--- src/rtl/cam_seq_pkg.sv ---
// Shared definitions for the OV7670 camera clock/power sequencer.
//   state_t      : FSM state encoding (0..7), also exported on state_dbg
//   DEF_*        : default timing constants in 50 MHz clk_in cycles
//   clog2/max_of : helpers for sizing the shared sequencing timer
package cam_seq_pkg;

    typedef enum logic [2:0] {
        S_DCM_RST   = 3'd0,
        S_WAIT_LOCK = 3'd1,
        S_STABLE    = 3'd2,
        S_PWDN      = 3'd3,
        S_RST_LOW   = 3'd4,
        S_POST_RST  = 3'd5,
        S_READY     = 3'd6,
        S_ERROR     = 3'd7
    } state_t;

    localparam int DEF_DCM_RST_CYCLES  = 4;
    localparam int DEF_LOCK_TIMEOUT    = 50000;
    localparam int DEF_LOCK_STABLE     = 1024;
    localparam int DEF_PWDN_CYCLES     = 50000;
    localparam int DEF_RST_LOW_CYCLES  = 50000;
    localparam int DEF_POST_RST_CYCLES = 50000;
    localparam int DEF_MAX_RETRY       = 3;

    // Bits needed to hold 0..value-1; never less than one bit.
    function automatic int clog2(input int value);
        int w;
        int v;
        w = 0;
        v = value - 1;
        while (v > 0) begin
            w = w + 1;
            v = v >> 1;
        end
        return (w < 1) ? 1 : w;
    endfunction

    function automatic int max_of(input int a, input int b);
        return (a > b) ? a : b;
    endfunction

endpackage

--- src/rtl/cam_clk_sequencer_sync.sv ---
// sync_2ff: generic two-flop synchroniser for slow level signals crossing
// into the local clock domain.
//   clk   : destination clock
//   rst_n : asynchronous active-low reset (outputs clear to 0)
//   d     : asynchronous input(s)
//   q     : synchronised output(s), two clk cycles of latency
module sync_2ff #(
    parameter int WIDTH = 1
) (
    input  logic             clk,
    input  logic             rst_n,
    input  logic [WIDTH-1:0] d,
    output logic [WIDTH-1:0] q
);

    logic [WIDTH-1:0] meta_reg;
    logic [WIDTH-1:0] sync_reg;

    always_ff @(posedge clk or negedge rst_n) begin
        if (!rst_n) begin
            meta_reg <= '0;
            sync_reg <= '0;
        end else begin
            meta_reg <= d;
            sync_reg <= meta_reg;
        end
    end

    assign q = sync_reg;

endmodule

--- src/rtl/cam_clk_sequencer.sv ---
// cam_clk_sequencer: power-up and clock supervisor for the OV7670 front end.
// Pulses the DCM reset, waits for a stable lock (retrying on timeout), then
// enables XCLK and walks the camera PWDN / RESET pins before flagging ready.
//   clk_in, rst_n         : 50 MHz clock, asynchronous active-low reset
//   dcm_locked            : DCM LOCKED, asynchronous, synchronised internally
//   restart               : single-cycle soft re-init request
//   dcm_rst, xclk_en      : DCM reset and XCLK gating
//   cam_pwdn, cam_reset_n : camera power-down and reset pins
//   cam_ready, seq_err    : sequence complete / lock never achieved
//   retry_cnt, state_dbg  : timeouts in this run, current state encoding
module cam_clk_sequencer
    import cam_seq_pkg::*;
#(
    parameter int DCM_RST_CYCLES  = DEF_DCM_RST_CYCLES,
    parameter int LOCK_TIMEOUT    = DEF_LOCK_TIMEOUT,
    parameter int LOCK_STABLE     = DEF_LOCK_STABLE,
    parameter int PWDN_CYCLES     = DEF_PWDN_CYCLES,
    parameter int RST_LOW_CYCLES  = DEF_RST_LOW_CYCLES,
    parameter int POST_RST_CYCLES = DEF_POST_RST_CYCLES,
    parameter int MAX_RETRY       = DEF_MAX_RETRY
) (
    input  logic       clk_in,
    input  logic       rst_n,
    input  logic       dcm_locked,
    input  logic       restart,
    output logic       dcm_rst,
    output logic       xclk_en,
    output logic       cam_pwdn,
    output logic       cam_reset_n,
    output logic       cam_ready,
    output logic       seq_err,
    output logic [1:0] retry_cnt,
    output logic [2:0] state_dbg
);

    localparam int MAX_CYC = max_of(max_of(max_of(DCM_RST_CYCLES, LOCK_TIMEOUT),
                                           max_of(LOCK_STABLE, PWDN_CYCLES)),
                                    max_of(RST_LOW_CYCLES, POST_RST_CYCLES));
    localparam int TIMER_W = clog2(MAX_CYC);

    localparam logic [TIMER_W-1:0] DCM_RST_LAST  = TIMER_W'(DCM_RST_CYCLES - 1);
    localparam logic [TIMER_W-1:0] TIMEOUT_LAST  = TIMER_W'(LOCK_TIMEOUT - 1);
    localparam logic [TIMER_W-1:0] STABLE_LAST   = TIMER_W'(LOCK_STABLE - 1);
    localparam logic [TIMER_W-1:0] PWDN_LAST     = TIMER_W'(PWDN_CYCLES - 1);
    localparam logic [TIMER_W-1:0] RST_LOW_LAST  = TIMER_W'(RST_LOW_CYCLES - 1);
    localparam logic [TIMER_W-1:0] POST_RST_LAST = TIMER_W'(POST_RST_CYCLES - 1);
    localparam logic [1:0]         RETRY_LIMIT   = 2'(MAX_RETRY);

    logic               locked_s;
    state_t             state_reg, state_next;
    logic [TIMER_W-1:0] timer_reg, timer_next;
    logic [1:0]         retry_reg, retry_next;

    logic dcm_rst_reg, dcm_rst_next;
    logic xclk_en_reg, xclk_en_next;
    logic cam_pwdn_reg, cam_pwdn_next;
    logic cam_reset_n_reg, cam_reset_n_next;
    logic cam_ready_reg, cam_ready_next;
    logic seq_err_reg, seq_err_next;

    sync_2ff #(.WIDTH(1)) u_lock_sync (
        .clk   (clk_in),
        .rst_n (rst_n),
        .d     (dcm_locked),
        .q     (locked_s)
    );

    // Next-state, retry counter and timer.
    always_comb begin
        state_next = state_reg;
        retry_next = retry_reg;
        if (restart) begin
            state_next = S_DCM_RST;
            retry_next = 2'd0;
        end else begin
            case (state_reg)
                S_DCM_RST: begin
                    if (timer_reg == DCM_RST_LAST) state_next = S_WAIT_LOCK;
                end
                S_WAIT_LOCK: begin
                    // Lock is checked before the timeout: a lock that arrives
                    // on the final timeout cycle is accepted, not retried.
                    if (locked_s) begin
                        state_next = S_STABLE;
                    end else if (timer_reg == TIMEOUT_LAST) begin
                        if (retry_reg < RETRY_LIMIT) begin
                            retry_next = retry_reg + 2'd1;
                            state_next = S_DCM_RST;
                        end else begin
                            state_next = S_ERROR;
                        end
                    end
                end
                S_STABLE: begin
                    // A dropout here only restarts the stability window.
                    if (!locked_s)                  state_next = S_WAIT_LOCK;
                    else if (timer_reg == STABLE_LAST) state_next = S_PWDN;
                end
                S_PWDN: begin
                    if (!locked_s)                 state_next = S_DCM_RST;
                    else if (timer_reg == PWDN_LAST) state_next = S_RST_LOW;
                end
                S_RST_LOW: begin
                    if (!locked_s)                    state_next = S_DCM_RST;
                    else if (timer_reg == RST_LOW_LAST) state_next = S_POST_RST;
                end
                S_POST_RST: begin
                    if (!locked_s) begin
                        state_next = S_DCM_RST;
                    end else if (timer_reg == POST_RST_LAST) begin
                        state_next = S_READY;
                        retry_next = 2'd0;
                    end
                end
                S_READY: begin
                    if (!locked_s) state_next = S_DCM_RST;
                end
                default: begin
                    state_next = S_ERROR;
                end
            endcase
        end

        // Shared timer: cleared on any transition, idle in the terminal
        // states so it can never wrap.
        timer_next = timer_reg;
        if (restart || (state_next != state_reg)) begin
            timer_next = '0;
        end else if ((state_reg != S_READY) && (state_reg != S_ERROR)) begin
            timer_next = timer_reg + 1'b1;
        end
    end

    // Outputs are decoded from the next state so the registered pins change
    // on the same edge as the state register.
    always_comb begin
        dcm_rst_next     = 1'b1;
        xclk_en_next     = 1'b0;
        cam_pwdn_next    = 1'b1;
        cam_reset_n_next = 1'b0;
        cam_ready_next   = 1'b0;
        seq_err_next     = 1'b0;
        case (state_next)
            S_WAIT_LOCK, S_STABLE: begin
                dcm_rst_next = 1'b0;
            end
            S_PWDN: begin
                dcm_rst_next = 1'b0;
                xclk_en_next = 1'b1;
            end
            S_RST_LOW: begin
                dcm_rst_next  = 1'b0;
                xclk_en_next  = 1'b1;
                cam_pwdn_next = 1'b0;
            end
            S_POST_RST: begin
                dcm_rst_next     = 1'b0;
                xclk_en_next     = 1'b1;
                cam_pwdn_next    = 1'b0;
                cam_reset_n_next = 1'b1;
            end
            S_READY: begin
                dcm_rst_next     = 1'b0;
                xclk_en_next     = 1'b1;
                cam_pwdn_next    = 1'b0;
                cam_reset_n_next = 1'b1;
                cam_ready_next   = 1'b1;
            end
            S_ERROR: begin
                seq_err_next = 1'b1;
            end
            default: begin
                dcm_rst_next = 1'b1;
            end
        endcase
    end

    always_ff @(posedge clk_in or negedge rst_n) begin
        if (!rst_n) begin
            state_reg       <= S_DCM_RST;
            timer_reg       <= '0;
            retry_reg       <= 2'd0;
            dcm_rst_reg     <= 1'b1;
            xclk_en_reg     <= 1'b0;
            cam_pwdn_reg    <= 1'b1;
            cam_reset_n_reg <= 1'b0;
            cam_ready_reg   <= 1'b0;
            seq_err_reg     <= 1'b0;
        end else begin
            state_reg       <= state_next;
            timer_reg       <= timer_next;
            retry_reg       <= retry_next;
            dcm_rst_reg     <= dcm_rst_next;
            xclk_en_reg     <= xclk_en_next;
            cam_pwdn_reg    <= cam_pwdn_next;
            cam_reset_n_reg <= cam_reset_n_next;
            cam_ready_reg   <= cam_ready_next;
            seq_err_reg     <= seq_err_next;
        end
    end

    assign dcm_rst     = dcm_rst_reg;
    assign xclk_en     = xclk_en_reg;
    assign cam_pwdn    = cam_pwdn_reg;
    assign cam_reset_n = cam_reset_n_reg;
    assign cam_ready   = cam_ready_reg;
    assign seq_err     = seq_err_reg;
    assign retry_cnt   = retry_reg;
    assign state_dbg   = state_reg;

endmodule

--- config.mk ---
export PLATFORM = sky130hd
export DESIGN_NAME = cam_clk_sequencer
export DESIGN_NICKNAME = d
export VERILOG_FILES = /design/src/rtl/cam_seq_pkg.sv /design/src/rtl/cam_clk_sequencer_sync.sv /design/src/rtl/cam_clk_sequencer.sv
export SDC_FILE = /design/constraint.sdc
export NUM_CORES = 1
export LEC_CHECK = 0
export BUFFER_PORTS_ARGS = -buffer_cell sky130_fd_sc_hd__buf_2
export CAP_MARGIN = 20
export CORE_MARGIN = 1.5
export CORE_UTILIZATION = 55
export CTS_BUF_LIST = sky130_fd_sc_hd__clkbuf_4 sky130_fd_sc_hd__clkbuf_8
export CTS_CLUSTER_SIZE = 24
export DETAILED_ROUTE_END_ITERATION = 8
export GPL_TIMING_DRIVEN = 0
export PLACE_DENSITY = 0.77
export SLEW_MARGIN = 20
export SYNTH_ARGS = -nofsm -noshare
export SYNTH_HDL_FRONTEND = slang
export SYNTH_SLANG_ARGS = --single-unit
--- constraint.sdc ---
create_clock -name clk_in -period 2.8 [get_ports clk_in]
set_clock_uncertainty 0.15 [all_clocks]
set_input_delay 0 -clock clk_in [delete_from_list [all_inputs] [get_ports clk_in]]
set_output_delay 0 -clock clk_in [all_outputs]
set_load 0.05 [all_outputs]
==> impl_metrics.tcl <==
set metrics [dict create \
    first_pass_iters 4 \
    fp-row-count 20 \
    grt_max_degree 30 \
    max_freq_ghz 0.373 \
    synth_common_cells "nor2_1 (30), dfrtp_1 (27), nand2_1 (24)" \
    antenna_left 0 \
    antenna_found_initial 0 \
    fin_crit_sh 0.958 \
    crit_type "reg -> reg" \
    cts_tree "yes" \
    setup_viol 0 \
    clk_latency_ns 0.33 \
    cp_slowest_cell "or4b_1" \
    synthToLayoutAreaGrowth_pct 18.8 \
    synthTopCellsByArea "dfrtp_1 (40%), nor2_1 (6.6%), xor2_1 (5.6%)" \
    crit_top_cell "buf_6" \
    avgSynthCellArea_um2 8.86 \
    synth_top_area_frac 0.395 \
    ys_async_sr_fraction 1.00 \
    status "complete, no violations" \
    cp_cell_sequence "or4b_1, or4_4, buf_6, mux2i_1, nor4bb_2, buf_6, xnor2_4, buf_6, nor2_1" \
    fin_area_um2 2030 \
    rsz0062_at_grt "no" \
    grt_pass1_vias 1347 \
    syn_inst 193 \
    hpwl_um 2450 \
    gr-total-overflow 0 \
    grt.total_usage 0.223 \
    root_buffer "clkbuf_4" \
    syn_nets 199 \
    hold_viol 0 \
    cts_max_level 2 \
    drv_slew 0 \
    cts_max_path_buffers 2 \
    portBuffers 13 \
    gp_congestion 0.933 \
    total_power_mw 1.01 \
    cp_data_arrival_time_ns 2.76 \
    ys_seq_elements 29 \
    cts_sinks 29 \
    final_layout_size_suffix_gt1_frac 0.200 \
    grt_pass1_wl_um 5810 \
    synth_warnings 0 \
    cp_num_buf_inv 3 \
    n_fill_cell 242 \
    finalWirelength_um 3610 \
    relSlewSlack 0.578 \
    end_kind "register" \
    crit_fanout 6 \
    numCtsBuffers 5 \
    powerDensity_nw_per_um2 497 \
    multi_input_area_um2 952 \
    dpl_cell_area_um2 1820 \
    routedWlPerCell_um 14.0 \
    yosysMostFrequentCell "nor2_1" \
    largest_reg_flops 16 \
    ir_drop_v 0.000370 \
    slowest_delay_ns 0.48 \
    instances_no_fill 258 \
    nets 230 \
    synth_ff_type "dfrtp_1" \
    cap_violations 0 \
    path_delay_family "simple AND/OR/NAND/NOR gates" \
    synth_cell_types 41 \
    dr.first_iter.drc_count 43 \
    post-route-util 0.676 \
    critPathRequiredTime_ns 2.87 \
    clk_pin_slew_worst_paths_ns 0.09 \
    die_w_um 58.7 \
    seq_area_um2 728 \
    netlist_area_um2 1710 \
    die_h_um 58.7 \
    die_area_um2 3450 \
    drc_errors 0 \
    start_kind "register" \
    via_per_inst 5.78 \
    place_inst 239 \
    hp-class "in -> async" \
    setup_tns_ns 0 \
    core_um2 3000 \
    synth-edff-count 0 \
    ios 15 \
    p_leak_nw 0.985 \
    tightestPinTransition_ns 0.632 \
    synth_seq_area_share 0.426 \
    layout_min_cycle_time_ns 2.68 \
    yosys.area.top_type "dfrtp_1" \
    diodes 0 \
    via_count 1490 \
    start_util 0.569 \
]
worst reg2reg max path: cells and delay by family, from the launching register on:
family	cells	cell delay, ns
buf+inv	3	0.48
flops	1	0.44
simple gates	4	1.24
mux	1	0.12
xor+xnor	1	0.15
placed cells by master, fill, tap and decap left out, types with 3 or more instances in the layout:
cell / synthesis / routed
nand4_1: 5 / 5
xnor2_1: 6 / 6
and2_1: 7 / 7
buf_6: 2 / 4
dlygate4sd3_1: 0 / 3
inv_1: 5 / 5
clkbuf_1: 6 / 5
nand2_1: 24 / 24
o21ai_0: 5 / 5
dfrtp_1: 27 / 27
nor3_1: 5 / 4
xor2_1: 11 / 11
mux2i_1: 5 / 5
buf_2: 1 / 13
buf_4: 0 / 7
clkbuf_4: 0 / 5
a21oi_1: 5 / 5
nand3_1: 10 / 9
nor2_1: 30 / 30
routing by layer:
metal / wire [um] / part of all wire / track usage
met3: 181 / 0.050 / 0.0659
met1: 1610 / 0.44 / 0.287
met4: 44 / 0.012 / 0.0812
met5: 0 / 0 / 0
met2: 1780 / 0.49 / 0.357
logic make-up (layout without fill, tap and decap cells):
kind of cell,after synthesis,in the layout,share of synthesized area
fa+ha+maj,2,2,0.0146
xor+xnor,18,18,0.0966
simple gates,106,106,0.326
mux,5,5,0.0293
flops,29,29,0.426
compound gates,18,18,0.0652
buf+inv,15,47,0.0425
repair_timing:
item / CTS / global route
hold buffers: 3 / 0
setup buffers: 3 / 4
pin swaps: 0 / 3
endpoints found under the hold margin: 37 / 0
setup endpoints to repair: 10 / 17
gates resized for setup: 2 / 11
gates cloned: 1 / 0
report_power, final:
part,internal (mW),switching (mW),leakage [nW]
clock,0.145,0.144,0.0413
combinational,0.114,0.146,0.552
sequential,0.442,0.0181,0.391
final cells by class:
class	count	share of cell area
Buffer	10	0.0302
Inverter	5	0.00924
Tap cell	33	0.0203
Sequential cell	29	0.359
Timing Repair Buffer	24	0.0782
Clock buffer	7	0.0320
Multi-Input combinational cell	149	0.469
Clock inverter	1	0.00246
path summary, 6_finish.rpt:
path                                                start                              to  depth (start not counted)  slack [ns]
max                             timer_reg[13]$_DFFE_PN0P_        timer_reg[0]$_DFFE_PN0P_                          9        0.12
min                                                 rst_n               xclk_en$_DFF_PN0_                          2        0.07
max reg2reg                     timer_reg[13]$_DFFE_PN0P_        timer_reg[0]$_DFFE_PN0P_                          9        0.12
min reg2reg                u_lock_sync.meta_reg$_DFF_PN0_         u_lock_sync.q$_DFF_PN0_                          0        0.21
max in group asynchronous                           rst_n       timer_reg[12]$_DFFE_PN0P_                          2        2.01
min in group clk_in                            dcm_locked  u_lock_sync.meta_reg$_DFF_PN0_                          2        0.16
metrics by stage:
stage / setup slack [ns] / hold slack [ns]
4_1_cts: 0.0307 / 0.0728
5_1_grt: 0.00189 / 0.130
3_5_place_dp: -0.0239 / -0.101
3_3_place_gp: -0.0878 / -0.108
6_report: 0.119 / 0.0742
2_1_floorplan: 0.174 / -0.446
No activity file was read; power rests on OpenSTA's default activity.
